**config.mk**
```make
export PLATFORM = sky130hd
export DESIGN_NAME = instr_fetch_unit
export DESIGN_NICKNAME = d
export VERILOG_FILES = /design/src/rtl/fetch_pkg.sv /design/src/rtl/fetch_buffer.sv /design/src/rtl/instr_fetch_unit.sv
export SDC_FILE = /design/constraint.sdc
export NUM_CORES = 1
export LEC_CHECK = 0
export BUFFER_PORTS_ARGS = -buffer_cell sky130_fd_sc_hd__buf_2
export CORE_MARGIN = 1.5
export CORE_UTILIZATION = 57
export DETAILED_ROUTE_END_ITERATION = 8
export PLACE_DENSITY = 0.85
export SLEW_MARGIN = 20
export SYNTH_ARGS = -nofsm -noshare
export SYNTH_HDL_FRONTEND = slang
export SYNTH_HIERARCHICAL = 1
export SYNTH_SLANG_ARGS = --single-unit
export TNS_END_PERCENT = 30
```
**constraint.sdc**
```tcl
create_clock -name clk -period 3.4 [get_ports clk]
set_clock_uncertainty 0.15 [all_clocks]
set_input_delay 1.02 -clock clk [delete_from_list [all_inputs] [get_ports clk]]
set_output_delay 1.02 -clock clk [all_outputs]
set_load 0.005 [all_outputs]
```
**src/rtl/fetch_pkg.sv**
```systemverilog
// Shared types and constants for the instruction fetch front end.
// The optional performance counters in instr_fetch_unit are enabled by FETCH_PERF_CNT_EN.
package fetch_pkg;

   localparam int FETCH_ADDR_W = 32;

   localparam logic [31:0] NOP_INST = 32'h0000_0013;
   localparam logic [31:0] PC_STEP  = 32'd4;

   typedef enum logic {
      FETCH = 1'b0,
      FLUSH = 1'b1
   } fetch_state_e;

   typedef struct packed {
      logic [31:0]             inst;
      logic [FETCH_ADDR_W-1:0] pc;
   } fetch_entry_t;

endpackage

```
**src/rtl/fetch_buffer.sv**
```systemverilog
// Small synchronous FIFO holding fetched {instruction, pc} pairs until decode takes them.
// A flush empties it in one cycle; flush wins over a push in the same cycle.
module fetch_buffer
   import fetch_pkg::*;
#(
   parameter int DEPTH = 2,
   parameter int CNT_W = $clog2(DEPTH + 1)
)
(
   input  logic             clk,
   input  logic             rst_n,
   input  logic             flush,
   input  logic             push,
   input  fetch_entry_t     push_entry,
   input  logic             pop,
   output fetch_entry_t     head_entry,
   output logic [CNT_W-1:0] count,
   output logic             empty,
   output logic             full
);

   localparam int PTR_W = (DEPTH > 1) ? $clog2(DEPTH) : 1;

   fetch_entry_t     mem_q [DEPTH];
   fetch_entry_t     mem_d [DEPTH];
   logic [PTR_W-1:0] wr_ptr_q, wr_ptr_d;
   logic [PTR_W-1:0] rd_ptr_q, rd_ptr_d;
   logic [CNT_W-1:0] count_q, count_d;
   logic             do_push, do_pop;

   function automatic logic [PTR_W-1:0] next_ptr(input logic [PTR_W-1:0] p);
      return (p == PTR_W'(DEPTH - 1)) ? '0 : p + 1'b1;
   endfunction

   assign empty      = (count_q == '0);
   assign full       = (count_q == CNT_W'(DEPTH));
   assign count      = count_q;
   assign head_entry = mem_q[rd_ptr_q];

   // Next-state for storage and pointers; a pop frees the slot a simultaneous push may reuse.
   always_comb begin
      mem_d    = mem_q;
      wr_ptr_d = wr_ptr_q;
      rd_ptr_d = rd_ptr_q;
      count_d  = count_q;
      do_pop   = pop && !empty;
      do_push  = push && (!full || do_pop);
      if (flush) begin
         wr_ptr_d = '0;
         rd_ptr_d = '0;
         count_d  = '0;
      end else begin
         if (do_push) begin
            mem_d[wr_ptr_q] = push_entry;
            wr_ptr_d        = next_ptr(wr_ptr_q);
         end
         if (do_pop) begin
            rd_ptr_d = next_ptr(rd_ptr_q);
         end
         count_d = count_q + CNT_W'(do_push) - CNT_W'(do_pop);
      end
   end

   // Register the FIFO state; reset leaves it empty with cleared storage.
   always_ff @(posedge clk or negedge rst_n) begin
      if (!rst_n) begin
         for (int i = 0; i < DEPTH; i++) begin
            mem_q[i] <= '0;
         end
         wr_ptr_q <= '0;
         rd_ptr_q <= '0;
         count_q  <= '0;
      end else begin
         mem_q    <= mem_d;
         wr_ptr_q <= wr_ptr_d;
         rd_ptr_q <= rd_ptr_d;
         count_q  <= count_d;
      end
   end

endmodule

```
**src/rtl/instr_fetch_unit.sv**
```systemverilog
// RV32I fetch front end: owns the PC, issues word reads to imem, buffers the returned
// instructions and throws away wrong-path responses after a redirect.
// Define FETCH_PERF_CNT_EN to add the perf_fetched / perf_flushed counter outputs.
module instr_fetch_unit
   import fetch_pkg::*;
#(
   parameter int                ADDR_W   = 32,
   parameter logic [ADDR_W-1:0] RESET_PC = '0,
   parameter int                DEPTH    = 2
)
(
   input  logic              clk,
   input  logic              reset_n,
   output logic              imem_req_valid,
   input  logic              imem_req_ready,
   output logic [ADDR_W-1:0] imem_addr,
   input  logic              imem_rsp_valid,
   input  logic [31:0]       imem_rsp_data,
   output logic              inst_valid,
   input  logic              inst_ready,
   output logic [31:0]       inst_data,
   output logic [ADDR_W-1:0] inst_pc,
   input  logic              redirect_valid,
   input  logic [ADDR_W-1:0] redirect_target
`ifdef FETCH_PERF_CNT_EN
   ,
   output logic [31:0]       perf_fetched,
   output logic [31:0]       perf_flushed
`endif
);

   localparam int                CNT_W      = $clog2(DEPTH + 1);
   localparam logic [CNT_W:0]    DEPTH_L    = (CNT_W + 1)'(DEPTH);
   localparam logic [ADDR_W-1:0] STEP       = ADDR_W'(PC_STEP);
   localparam logic [ADDR_W-1:0] ALIGN_MASK = ~ADDR_W'(3);

   fetch_state_e      state_q, state_d;
   logic              req_valid_q, req_valid_d;
   logic [ADDR_W-1:0] pc_q, pc_d;
   logic [ADDR_W-1:0] resp_pc_q, resp_pc_d;
   logic [CNT_W-1:0]  outstanding_q, outstanding_d;
   logic [CNT_W-1:0]  drop_cnt_q, drop_cnt_d;

   logic              req_fire, rsp_accept, rsp_drop, rsp_keep, rsp_lost, pop, credit_ok;
   logic [ADDR_W-1:0] target;
   logic [CNT_W-1:0]  buf_count, buf_count_next;
   logic              buf_empty, buf_full;
   fetch_entry_t      push_entry, head_entry;

   assign push_entry = '{inst: imem_rsp_data, pc: FETCH_ADDR_W'(resp_pc_q)};

   fetch_buffer #(
      .DEPTH (DEPTH),
      .CNT_W (CNT_W)
   ) u_buffer (
      .clk        (clk),
      .rst_n      (reset_n),
      .flush      (redirect_valid),
      .push       (rsp_keep),
      .push_entry (push_entry),
      .pop        (pop),
      .head_entry (head_entry),
      .count      (buf_count),
      .empty      (buf_empty),
      .full       (buf_full)
   );

   assign imem_req_valid = req_valid_q;
   assign imem_addr      = pc_q;
   assign inst_valid     = !buf_empty;
   assign inst_data      = inst_valid ? head_entry.inst : NOP_INST;
   assign inst_pc        = inst_valid ? ADDR_W'(head_entry.pc) : RESET_PC;

   // Classify this cycle's events; responses are only honoured while something is in flight.
   always_comb begin
      req_fire       = req_valid_q && imem_req_ready;
      rsp_accept     = imem_rsp_valid && (outstanding_q != '0);
      rsp_drop       = rsp_accept && (drop_cnt_q != '0);
      rsp_keep       = rsp_accept && (drop_cnt_q == '0) && !redirect_valid;
      rsp_lost       = rsp_accept && (drop_cnt_q == '0) && redirect_valid;
      pop            = inst_valid && inst_ready;
      target         = redirect_target & ALIGN_MASK;
      outstanding_d  = outstanding_q + CNT_W'(req_fire) - CNT_W'(rsp_accept);
      buf_count_next = redirect_valid ? '0 : (buf_count + CNT_W'(rsp_keep) - CNT_W'(pop));
      credit_ok      = ({1'b0, outstanding_d} + {1'b0, buf_count_next}) < DEPTH_L;
   end

   // PC, response PC, drop count and the registered request; a redirect overrides everything.
   always_comb begin
      if (redirect_valid) begin
         pc_d        = target;
         resp_pc_d   = target;
         drop_cnt_d  = outstanding_d;
         req_valid_d = credit_ok;
      end else begin
         pc_d        = req_fire ? (pc_q + STEP) : pc_q;
         resp_pc_d   = rsp_keep ? (resp_pc_q + STEP) : resp_pc_q;
         drop_cnt_d  = drop_cnt_q - CNT_W'(rsp_drop);
         req_valid_d = (req_valid_q && !imem_req_ready) ? 1'b1 : credit_ok;
      end
   end

   // FLUSH lasts exactly as long as stale responses remain to be discarded.
   always_comb begin
      state_d = state_q;
      case (state_q)
         FETCH:   if (redirect_valid && (drop_cnt_d != '0)) state_d = FLUSH;
         FLUSH:   if (drop_cnt_d == '0) state_d = FETCH;
         default: state_d = FETCH;
      endcase
   end

   // All fetch control state, including the registered imem request outputs.
   always_ff @(posedge clk or negedge reset_n) begin
      if (!reset_n) begin
         state_q       <= FETCH;
         req_valid_q   <= 1'b0;
         pc_q          <= RESET_PC;
         resp_pc_q     <= RESET_PC;
         outstanding_q <= '0;
         drop_cnt_q    <= '0;
      end else begin
         state_q       <= state_d;
         req_valid_q   <= req_valid_d;
         pc_q          <= pc_d;
         resp_pc_q     <= resp_pc_d;
         outstanding_q <= outstanding_d;
         drop_cnt_q    <= drop_cnt_d;
      end
   end

   a_no_overflow: assert property (@(posedge clk) disable iff (!reset_n) !(rsp_keep && buf_full));

`ifdef FETCH_PERF_CNT_EN
   logic [31:0] perf_fetched_q, perf_fetched_d;
   logic [31:0] perf_flushed_q, perf_flushed_d;
   logic [33:0] flushed_sum;

   assign perf_fetched = perf_fetched_q;
   assign perf_flushed = perf_flushed_q;

   // Saturating counts of delivered instructions and of discarded wrong-path work.
   always_comb begin
      perf_fetched_d = (pop && !(&perf_fetched_q)) ? perf_fetched_q + 32'd1 : perf_fetched_q;
      flushed_sum    = {2'b00, perf_flushed_q} + 34'(rsp_drop) + 34'(rsp_lost);
      if (redirect_valid) begin
         flushed_sum = flushed_sum + 34'(buf_count) - 34'(pop);
      end
      perf_flushed_d = (flushed_sum[33:32] != 2'b00) ? '1 : flushed_sum[31:0];
   end

   // Counter registers.
   always_ff @(posedge clk or negedge reset_n) begin
      if (!reset_n) begin
         perf_fetched_q <= '0;
         perf_flushed_q <= '0;
      end else begin
         perf_fetched_q <= perf_fetched_d;
         perf_flushed_q <= perf_flushed_d;
      end
   end
`endif

endmodule
```
==> implementation parameters, run 1 <==
Parameter                              Value

Die
  Full die area ... 18600 um2
  Core Area ... 17300 um2
  Boundary Pins ... 168
  Effective utilization at floorplan ... 58.5%
  Die Ht ... 136 um
  Core Rows ... 48
  Die X-Extent ... 136 um

Critical path
  Kind of start point of the critical path ... register
  Setup Crit Path Kind ... reg -> out
  Type of destination of the critical path ... output port
  Crit Reg-Reg Startpoint ... outstanding_q[1]
  Critical path data arrival time ... 2.03 ns
  Worst setup path startpoint ... u_buffer/rd_ptr_q
  Data required time at the worst endpoint ... 2.23 ns
  Largest driver fanout on the critical path ... 43

Cells and area
  Diodes inserted ... 0
  Number of fill cells in the layout ... 1257
  Growth of design area from synthesis to finish ... 17.6%
  Final instance area ... 11900 um2
  Footprint of the multi-input gates ... 4950 um2
  Post-layout net count ... 1039
  Storage element area ... 4930 um2
  Fraction of layout instances using a drive strength above 1 ... 47.2%

Clock network
  Resized cells post-CTS ... 0
  H-tree depth ... 4
  Clock sink count ... 197
  Clock root cell ... sky130_fd_sc_hd__clkbuf_16
  Maximum buffer depth of the clock tree ... 2
  CTS tree ... yes
  Hold bufs inserted after CTS ... 0
  Insertion delay of the later-clocked pin in the worst-skew pair ... 0.43 ns
  Post-CTS Setup Bufs ... 0
  Number of CTS-inserted buffers ... 17
  Clock transition time at the flip-flop clock pins of the worst setup and hold paths ... 0.06 ns

STA
  Peak clock frequency supported by timing ... 0.313 GHz
  Final worst path period need ... 3.20 ns
  Share of the cycle needed by the critical path after routing ... 94.0%
  Worst slew margin ... 56.0%
  Setup repair after global routing missed its margin ... false
  Fin. max-slew vios ... 0
  Setup tns final ... 0 ns
  Final Hold Viols ... 0
  Transition time of the tightest slew-check pin ... 0.657 ns
  Number of setup violations in the final report ... 0

Global route
  Via count of the first global-routing pass ... 6602
  Number of antenna violations at the first check in global routing ... 1
  Grt total ovfl ... 0
  Largest net degree at the start of global routing ... 75
  Overall fraction of global-route tracks in use ... 22.9%
  Global-route wire length before repair ... 33.3 mm

Drt
  Via-per-instance ratio ... 5.57
  Number of design rule violations left after detail routing ... 0
  Mean routed wirelength per cell ... 17.4 um
  Initial drt markers ... 322
  Drt total wl ... 20.8 mm
  DRT Pass-1 Iters ... 4
  Number of nets with antenna violations after detailed routing ... 0
  Routed vias ... 6667

Hold path
  HP Start ... u_buffer/mem_q[1]
  Worst hold path type ... reg -> reg

Placed design
  Last weighted congestion value of the routability-driven placer ... 0.867
  Cell area after placement ... 11300 um2
  Final HPWL from detailed placement ... 14.3 mm
  Port Buf Inserts ... 163

Run
  Max Cap Viol ... 0

Yosys
  Post-Syn Area ... 10100 um2
  Synthesis warning total ... 6
  Mean instance size in the synthesized netlist ... 12.8 um2
  Synthesized instance count ... 790

Pwr
  Total power divided by cell area ... 593 nW/um2
  Peak VDD IR ... 0.387 mV
  Leakage power ... 5.59 nW

Outcome
  Status ... completed
-- placed cells by master (no fill, tap or decap), types with 12 or more instances in the layout --
| master | n |
|---|---|
| sky130_fd_sc_hd__dfrtp_1 | 196 |
| sky130_fd_sc_hd__mux2_2 | 168 |
| sky130_fd_sc_hd__buf_2 | 162 |
| sky130_fd_sc_hd__nor2b_1 | 63 |
| sky130_fd_sc_hd__mux2_4 | 60 |
| sky130_fd_sc_hd__xnor2_1 | 34 |
| sky130_fd_sc_hd__xor2_1 | 26 |
| sky130_fd_sc_hd__nand2_1 | 25 |
| sky130_fd_sc_hd__nand4_1 | 24 |
| sky130_fd_sc_hd__nor2_1 | 21 |
| sky130_fd_sc_hd__nand3_1 | 20 |
| sky130_fd_sc_hd__clkbuf_16 | 17 |
| sky130_fd_sc_hd__buf_4 | 16 |
| sky130_fd_sc_hd__and3_1 | 13 |
| sky130_fd_sc_hd__inv_1 | 12 |
-- per-stage QoR --
step           setup WS, ns  utilization [%]  hold slack [ns]  instances  power, mW
4_1_cts               0.172             68.8            0.340       1196       7.11
5_1_grt               0.111             68.8            0.358       1196       7.43
3_5_place_dp          0.151             65.3            0.322       1165       5.02
6_report              0.204             68.8            0.338       1196       7.06
2_1_floorplan         0.161                -            0.302        795       4.50
3_3_place_gp          0.187             65.3            0.312       1165       4.91
-- final cells by class --
type / count / share of cell area, %
Clock buffer: 18 / 3.61
Clock inverter: 13 / 1.46
Inverter: 13 / 0.410
Multi-Input combinational cell: 544 / 41.6
Sequential cell: 197 / 41.4
Tap cell: 225 / 2.37
Timing Repair Buffer: 186 / 9.11
-- final timing paths --
check	endpoint	slack, ns	depth (start not counted)
min in group asynchronous	u_buffer/mem_q[58]	0.45	1
hold / removal	u_buffer/mem_q[1]	0.34	1
max in group asynchronous	u_buffer/mem_q[19]	1.91	2
hold reg to reg	u_buffer/mem_q[1]	0.34	1
setup reg to reg	imem_req_valid	0.58	9
setup / recovery	inst_data[21]	0.20	4
-- sequential cells by signal, summed over array words and instances (netlist names) --
register and flops:
u_buffer/mem_q 128, resp_pc_q 30, drop_cnt_q 2, u_buffer/wr_ptr_q 1
u_buffer/rd_ptr_q 1, u_buffer/count 2, imem_addr 30, outstanding_q 2
imem_req_valid 1
-- critical path, stage by stage, from the launching register on --
cell,delay [ns]
sky130_fd_sc_hd__dfrtp_2,0.62
sky130_fd_sc_hd__buf_12,0.32
sky130_fd_sc_hd__mux2_2,0.36
sky130_fd_sc_hd__nor2b_1,0.14
sky130_fd_sc_hd__buf_2,0.15
-- per-layer routing --
layer / up-vias / global-route usage, % / part of all wire (%)
li1: 3112 / - / -
met1: 3313 / 30.8 / 46
met2: 206 / 36.7 / 46
met3: 34 / 5.00 / 5.7
met4: 2 / 8.27 / 1.9
met5: - / 0 / 0.063
-- power breakdown --
group | internal [mW] | switching, mW
Sequential | 2.91 | 0.376
Clock | 1.17 | 0.901
Combinational | 1.08 | 0.621
No activity file was read; power rests on OpenSTA's default activity.
==> run 2, diff against run 1 <==
--- a/config.mk
+++ b/config.mk
@@ -8,7 +8,8 @@
 export BUFFER_PORTS_ARGS = -buffer_cell sky130_fd_sc_hd__buf_2
 export CORE_MARGIN = 1.5
-export CORE_UTILIZATION = 57
+export CORE_UTILIZATION = 35
+export CTS_BUF_LIST = sky130_fd_sc_hd__clkbuf_16
 export DETAILED_ROUTE_END_ITERATION = 8
-export PLACE_DENSITY = 0.85
+export PLACE_DENSITY = 0.58
 export SLEW_MARGIN = 20
 export SYNTH_ARGS = -nofsm -noshare
==> constraint.sdc (replaced) <==
create_clock -name clk -period 3.4 [get_ports clk]
set_clock_uncertainty 0.15 [all_clocks]
set_input_delay 1.02 -clock clk [delete_from_list [all_inputs] [get_ports clk]]
set_output_delay 1.02 -clock clk [all_outputs]
set_load 0.05 [all_outputs]
==> run 2 against run 1 <==
  * Highest routed layer is now met4
  * Design area up 1.7%
  * First-iteration DRC count fell by 4.3%
  * Combinational power grew 19%
  * Critical endpoint is now inst_data[4]
  * Hold slack improved by 0.0035 ns
  * Critical path type unchanged
  * Via count down 1.9%
==> implementation parameters, run 2 (synthesis gave the netlist of run 1 again) <==
Parameter                              Value

Outcome
  Status ... completed

Drt
  Number of nets with antenna violations after detailed routing ... 0
  Mean routed wirelength per cell ... 16.7 um
  DRT Pass-1 Iters ... 4
  Drt total wl ... 22.7 mm
  Initial drt markers ... 308
  Number of design rule violations left after detail routing ... 0
  Via-per-instance ratio ... 4.81
  Routed vias ... 6538

Die
  Effective utilization at floorplan ... 35.5%
  Boundary Pins ... 168
  Core Area ... 28500 um2
  Core Rows ... 62
  Die X-Extent ... 173 um
  Die Ht ... 173 um
  Full die area ... 29900 um2

Clock network
  CTS tree ... yes
  Insertion delay of the later-clocked pin in the worst-skew pair ... 0.45 ns
  Resized cells post-CTS ... 0
  Post-CTS Setup Bufs ... 0
  Hold bufs inserted after CTS ... 0
  Clock transition time at the flip-flop clock pins of the worst setup and hold paths ... 0.08 ns
  H-tree depth ... 4
  Clock root cell ... sky130_fd_sc_hd__clkbuf_16
  Number of CTS-inserted buffers ... 17
  Clock sink count ... 197
  Maximum buffer depth of the clock tree ... 2

STA
  Final worst path period need ... 3.15 ns
  Setup repair after global routing missed its margin ... false
  Peak clock frequency supported by timing ... 0.317 GHz
  Fin. max-slew vios ... 0
  Transition time of the tightest slew-check pin ... 0.711 ns
  Number of setup violations in the final report ... 0
  Final Hold Viols ... 0
  Share of the cycle needed by the critical path after routing ... 92.7%
  Worst slew margin ... 52.4%
  Smallest setup slack after layout ... 0.249 ns
  Setup tns final ... 0 ns

Global route
  Global-route wire length before repair ... 37.4 mm
  Overall fraction of global-route tracks in use ... 15.8%
  Number of antenna violations at the first check in global routing ... 2
  Largest net degree at the start of global routing ... 59
  Grt total ovfl ... 0
  Via count of the first global-routing pass ... 6866

Cells and area
  Number of fill cells in the layout ... 2762
  Growth of design area from synthesis to finish ... 19.6%
  Largest register by flop count ... u_buffer/mem_q
  Footprint of the multi-input gates ... 4950 um2
  Post-route core utilization ... 42.4%
  Storage element area ... 4930 um2
  Most common library cell in the layout ignoring fill and taps ... sky130_fd_sc_hd__dfrtp_1
  Post-layout net count ... 1042
  Fraction of layout instances using a drive strength above 1 ... 47.3%
  Commonest cells after routing, fill and taps aside ... sky130_fd_sc_hd__dfrtp_1, sky130_fd_sc_hd__mux2_2, sky130_fd_sc_hd__buf_2
  Non-filler cells in the finished layout ... 1359
  Max FFs per register ... 128

Pwr
  Internal power ... 4.98 mW
  Leakage power ... 5.60 nW
  Clk network pwr share ... 27.3%
  Logic pwr share ... 27.8%
  Net switching fraction of the power ... 31.8%
  Net switching power ... 2.32 mW
  Sequential share of power ... 44.9%
  Total power divided by cell area ... 602 nW/um2
  Peak VDD IR ... 0.336 mV

Critical path
  Critical path data arrival time ... 1.98 ns
  Setup Crit Path Kind ... reg -> out
  Data required time at the worst endpoint ... 2.23 ns
  Largest driver fanout on the critical path ... 20
  Kind of start point of the critical path ... register
  Type of destination of the critical path ... output port

Run
  Max Cap Viol ... 0

Hold path
  Worst hold path type ... reg -> reg

Placed design
  Port Buf Inserts ... 163
  Placed instance count ... 1327
  Last weighted congestion value of the routability-driven placer ... 0.811
  Worst setup timing slack at the placement stage ... 0.194 ns
  Final HPWL from detailed placement ... 15.5 mm
run 2: final cells by class:
| class | instances | share of cell area, % |
|---|---|---|
| Antenna cell | 1 | 0.0207 |
| Clock buffer | 17 | 3.51 |
| Clock inverter | 14 | 1.20 |
| Inverter | 13 | 0.403 |
| Multi-Input combinational cell | 544 | 40.9 |
| Sequential cell | 197 | 40.7 |
| Tap cell | 384 | 3.97 |
| Timing Repair Buffer | 189 | 9.25 |
run 2: final timing paths:
check | startpoint | to | slack, ns | cells after the start
max | u_buffer/rd_ptr_q | inst_data[4] | 0.25 | 4
min | u_buffer/mem_q[63] | u_buffer/mem_q[63] | 0.34 | 1
max reg2reg | outstanding_q[1] | imem_req_valid | 0.81 | 9
min reg2reg | u_buffer/mem_q[63] | u_buffer/mem_q[63] | 0.34 | 1
max in group asynchronous | reset_n | resp_pc_q[17] | 1.97 | 2
min in group asynchronous | reset_n | u_buffer/mem_q[118] | 0.36 | 1
run 2: power by group through the flow:
stage,Clock [mW],Combinational (mW),Sequential (mW)
after CTS,2.07,2.06,3.27
final,1.99,2.03,3.27
after floorplan,0,1.45,3.38
after global placement,0,2.02,3.29
after detailed placement,0,2.05,3.32
after global routing,2.14,2.22,3.36
run 2: critical path, stage by stage (launching register included):
cell                      delay (ns)
sky130_fd_sc_hd__dfrtp_2        0.39
sky130_fd_sc_hd__buf_4          0.30
sky130_fd_sc_hd__mux2_2         0.37
sky130_fd_sc_hd__or2_2          0.26
sky130_fd_sc_hd__buf_2          0.21
run 2: metrics by stage:
stage | hold WS [ns] | power, mW | area [um2]
final | 0.342 | 7.29 | 12100
after global placement | 0.312 | 5.31 | 11500
after CTS | 0.347 | 7.40 | 12100
after global routing | 0.368 | 7.72 | 12100
after floorplan | 0.302 | 4.83 | 10100
after detailed placement | 0.329 | 5.37 | 11500
run 2: routing by layer:
metal	global-route usage [%]	wire length (um)	up-vias
met5	0	0	-
met4	4.35	246	0
met3	3.96	1140	13
met2	24.1	9960	160
met1	22.1	11300	3249
li1	-	-	3116
==> run 3, diff against run 2 <==
--- a/constraint.sdc
+++ b/constraint.sdc
@@ -3,3 +3,3 @@
 set_input_delay 1.02 -clock clk [delete_from_list [all_inputs] [get_ports clk]]
 set_output_delay 1.02 -clock clk [all_outputs]
-set_load 0.05 [all_outputs]
+set_load 0.01 [all_outputs]
==> run 3 against run 2 <==
  * Wire length fell by 1.4%
  * Core utilization up 0.33 points
  * Largest cell class unchanged
  * Critical path type unchanged
  * Sequential cell count did not move
==> implementation parameters, run 3 (synthesis gave the netlist of run 1 again) <==
Parameter                              Value

Outcome
  Status ... completed

Clock network
  Clock root cell ... sky130_fd_sc_hd__clkbuf_16
  Resized cells post-CTS ... 0
  H-tree depth ... 4
  Clock transition time at the flip-flop clock pins of the worst setup and hold paths ... 0.08 ns
  Hold bufs inserted after CTS ... 0
  Maximum buffer depth of the clock tree ... 2
  Clock sink count ... 197
  Post-CTS Setup Bufs ... 0
  Insertion delay of the later-clocked pin in the worst-skew pair ... 0.45 ns
  Number of CTS-inserted buffers ... 17
  CTS tree ... yes

STA
  Worst slew margin ... 51.7%
  Final worst path period need ... 3.29 ns
  Peak clock frequency supported by timing ... 0.304 GHz
  Setup tns final ... 0 ns
  Fin. max-slew vios ... 0
  Transition time of the tightest slew-check pin ... 0.721 ns
  Smallest setup slack after layout ... 0.112 ns
  Setup repair after global routing missed its margin ... false
  Number of setup violations in the final report ... 0
  Final Hold Viols ... 0
  Share of the cycle needed by the critical path after routing ... 96.7%

Global route
  Met2 Use GR ... 23.7%
  Via count of the first global-routing pass ... 6750
  Met3 usage in global routing ... 3.56%
  GR peak layer ... met2
  Met1 global-route usage ... 21.9%
  Global-route wire length before repair ... 36.8 mm
  Largest net degree at the start of global routing ... 72
  Number of antenna violations at the first check in global routing ... 1
  Overall fraction of global-route tracks in use ... 15.6%
  Grt total ovfl ... 0

Pwr
  Peak VDD IR ... 0.384 mV
  Leakage power ... 5.65 nW
  Total Power ... 7.09 mW
  Total power divided by cell area ... 582 nW/um2

Die
  Boundary Pins ... 168
  Core Area ... 28500 um2
  Core Rows ... 62
  Effective utilization at floorplan ... 35.5%
  Die X-Extent ... 173 um
  Full die area ... 29900 um2
  Die Ht ... 173 um

Cells and area
  Most common library cell in the layout ignoring fill and taps ... sky130_fd_sc_hd__dfrtp_1
  Commonest cells after routing, fill and taps aside ... sky130_fd_sc_hd__dfrtp_1, sky130_fd_sc_hd__mux2_2, sky130_fd_sc_hd__buf_2
  Max FFs per register ... 128
  Largest register by flop count ... u_buffer/mem_q
  Fraction of layout instances using a drive strength above 1 ... 47.6%
  Post-layout net count ... 1044
  Final instance area ... 12200 um2
  Growth of design area from synthesis to finish ... 20.5%
  Post-route core utilization ... 42.7%

Placed design
  Final HPWL from detailed placement ... 15.2 mm
  Cell area after placement ... 11600 um2
  Last weighted congestion value of the routability-driven placer ... 0.810
  Worst setup timing slack at the placement stage ... 0.204 ns
  Port Buf Inserts ... 163

Critical path
  Slowest cell on crit path ... sky130_fd_sc_hd__dfrtp_2
  CP cell instances ... buf_12 -> mux2_2 -> nor2b_1 -> buf_2
  Largest driver fanout on the critical path ... 27
  Buffers and inverters on the worst path ... 2
  Delay of the slowest critical-path stage ... 0.73 ns
  Critical path data arrival time ... 2.12 ns
  Type of destination of the critical path ... output port
  Setup Crit Path Kind ... reg -> out
  Kind of start point of the critical path ... register
  Delay-heaviest family, CP ... flip-flops
  Data required time at the worst endpoint ... 2.23 ns

Drt
  Number of nets with antenna violations after detailed routing ... 0
  Mean routed wirelength per cell ... 16.4 um
  Routed vias ... 6535
  Via-per-instance ratio ... 4.80
  DRT Pass-1 Iters ... 4
  Drt total wl ... 22.3 mm
  Initial drt markers ... 288
  Number of design rule violations left after detail routing ... 0

Hold path
  Worst hold path type ... reg -> reg

Run
  Max Cap Viol ... 0
## run 3: power breakdown
part	switching, mW	internal [mW]	total, mW
logic	0.645	1.09	1.74
clock network	1.07	1.02	2.09
registers	0.360	2.91	3.27
## run 3: through the flow
step,hold WS [ns],std cells
final,0.338,1362
after global routing,0.368,1361
after CTS,0.344,1361
after detailed placement,0.324,1329
after global placement,0.312,1329
after floorplan,0.302,795
## run 3: cell type report
type	count	area, um2
Inverter	13	48.8
Sequential cell	197	4930
Antenna cell	1	2.50
Multi-Input combinational cell	544	4950
Timing Repair Buffer	191	1160
Clock buffer	17	425
Fill cell	2791	16300
Tap cell	384	480
Clock inverter	15	199
## run 3: routing by layer
metal	up-vias	part of all wire, %	routed length (um)
met2	154	45	9960
met3	10	4.8	1080
met5	-	0	0
met1	3247	50	11100
met4	0	0.89	199
li1	3124	-	-
## run 3: path summary, 6_finish.rpt
| kind | end | slack (ns) | startpoint | cells after the start |
|---|---|---|---|---|
| hold reg to reg | u_buffer/mem_q[63] | 0.34 | u_buffer/mem_q[63] | 1 |
| max in group asynchronous | u_buffer/mem_q[89] | 1.96 | reset_n | 2 |
| min in group asynchronous | u_buffer/mem_q[55] | 0.42 | reset_n | 1 |
| setup / recovery | inst_pc[14] | 0.11 | u_buffer/rd_ptr_q | 4 |
| hold / removal | u_buffer/mem_q[63] | 0.34 | u_buffer/mem_q[63] | 1 |
| setup reg to reg | imem_req_valid | 0.82 | outstanding_q[1] | 9 |
## run 3: worst register-to-register path, stage by stage (launching register included)
cell	delay (ns)
sky130_fd_sc_hd__dfrtp_1	0.39
sky130_fd_sc_hd__o21ai_0	0.23
sky130_fd_sc_hd__inv_1	0.10
sky130_fd_sc_hd__ha_1	0.28
sky130_fd_sc_hd__inv_1	0.04
sky130_fd_sc_hd__ha_1	0.17
sky130_fd_sc_hd__xor2_1	0.15
sky130_fd_sc_hd__xnor2_1	0.29
sky130_fd_sc_hd__fa_1	0.46
sky130_fd_sc_hd__a32o_1	0.22
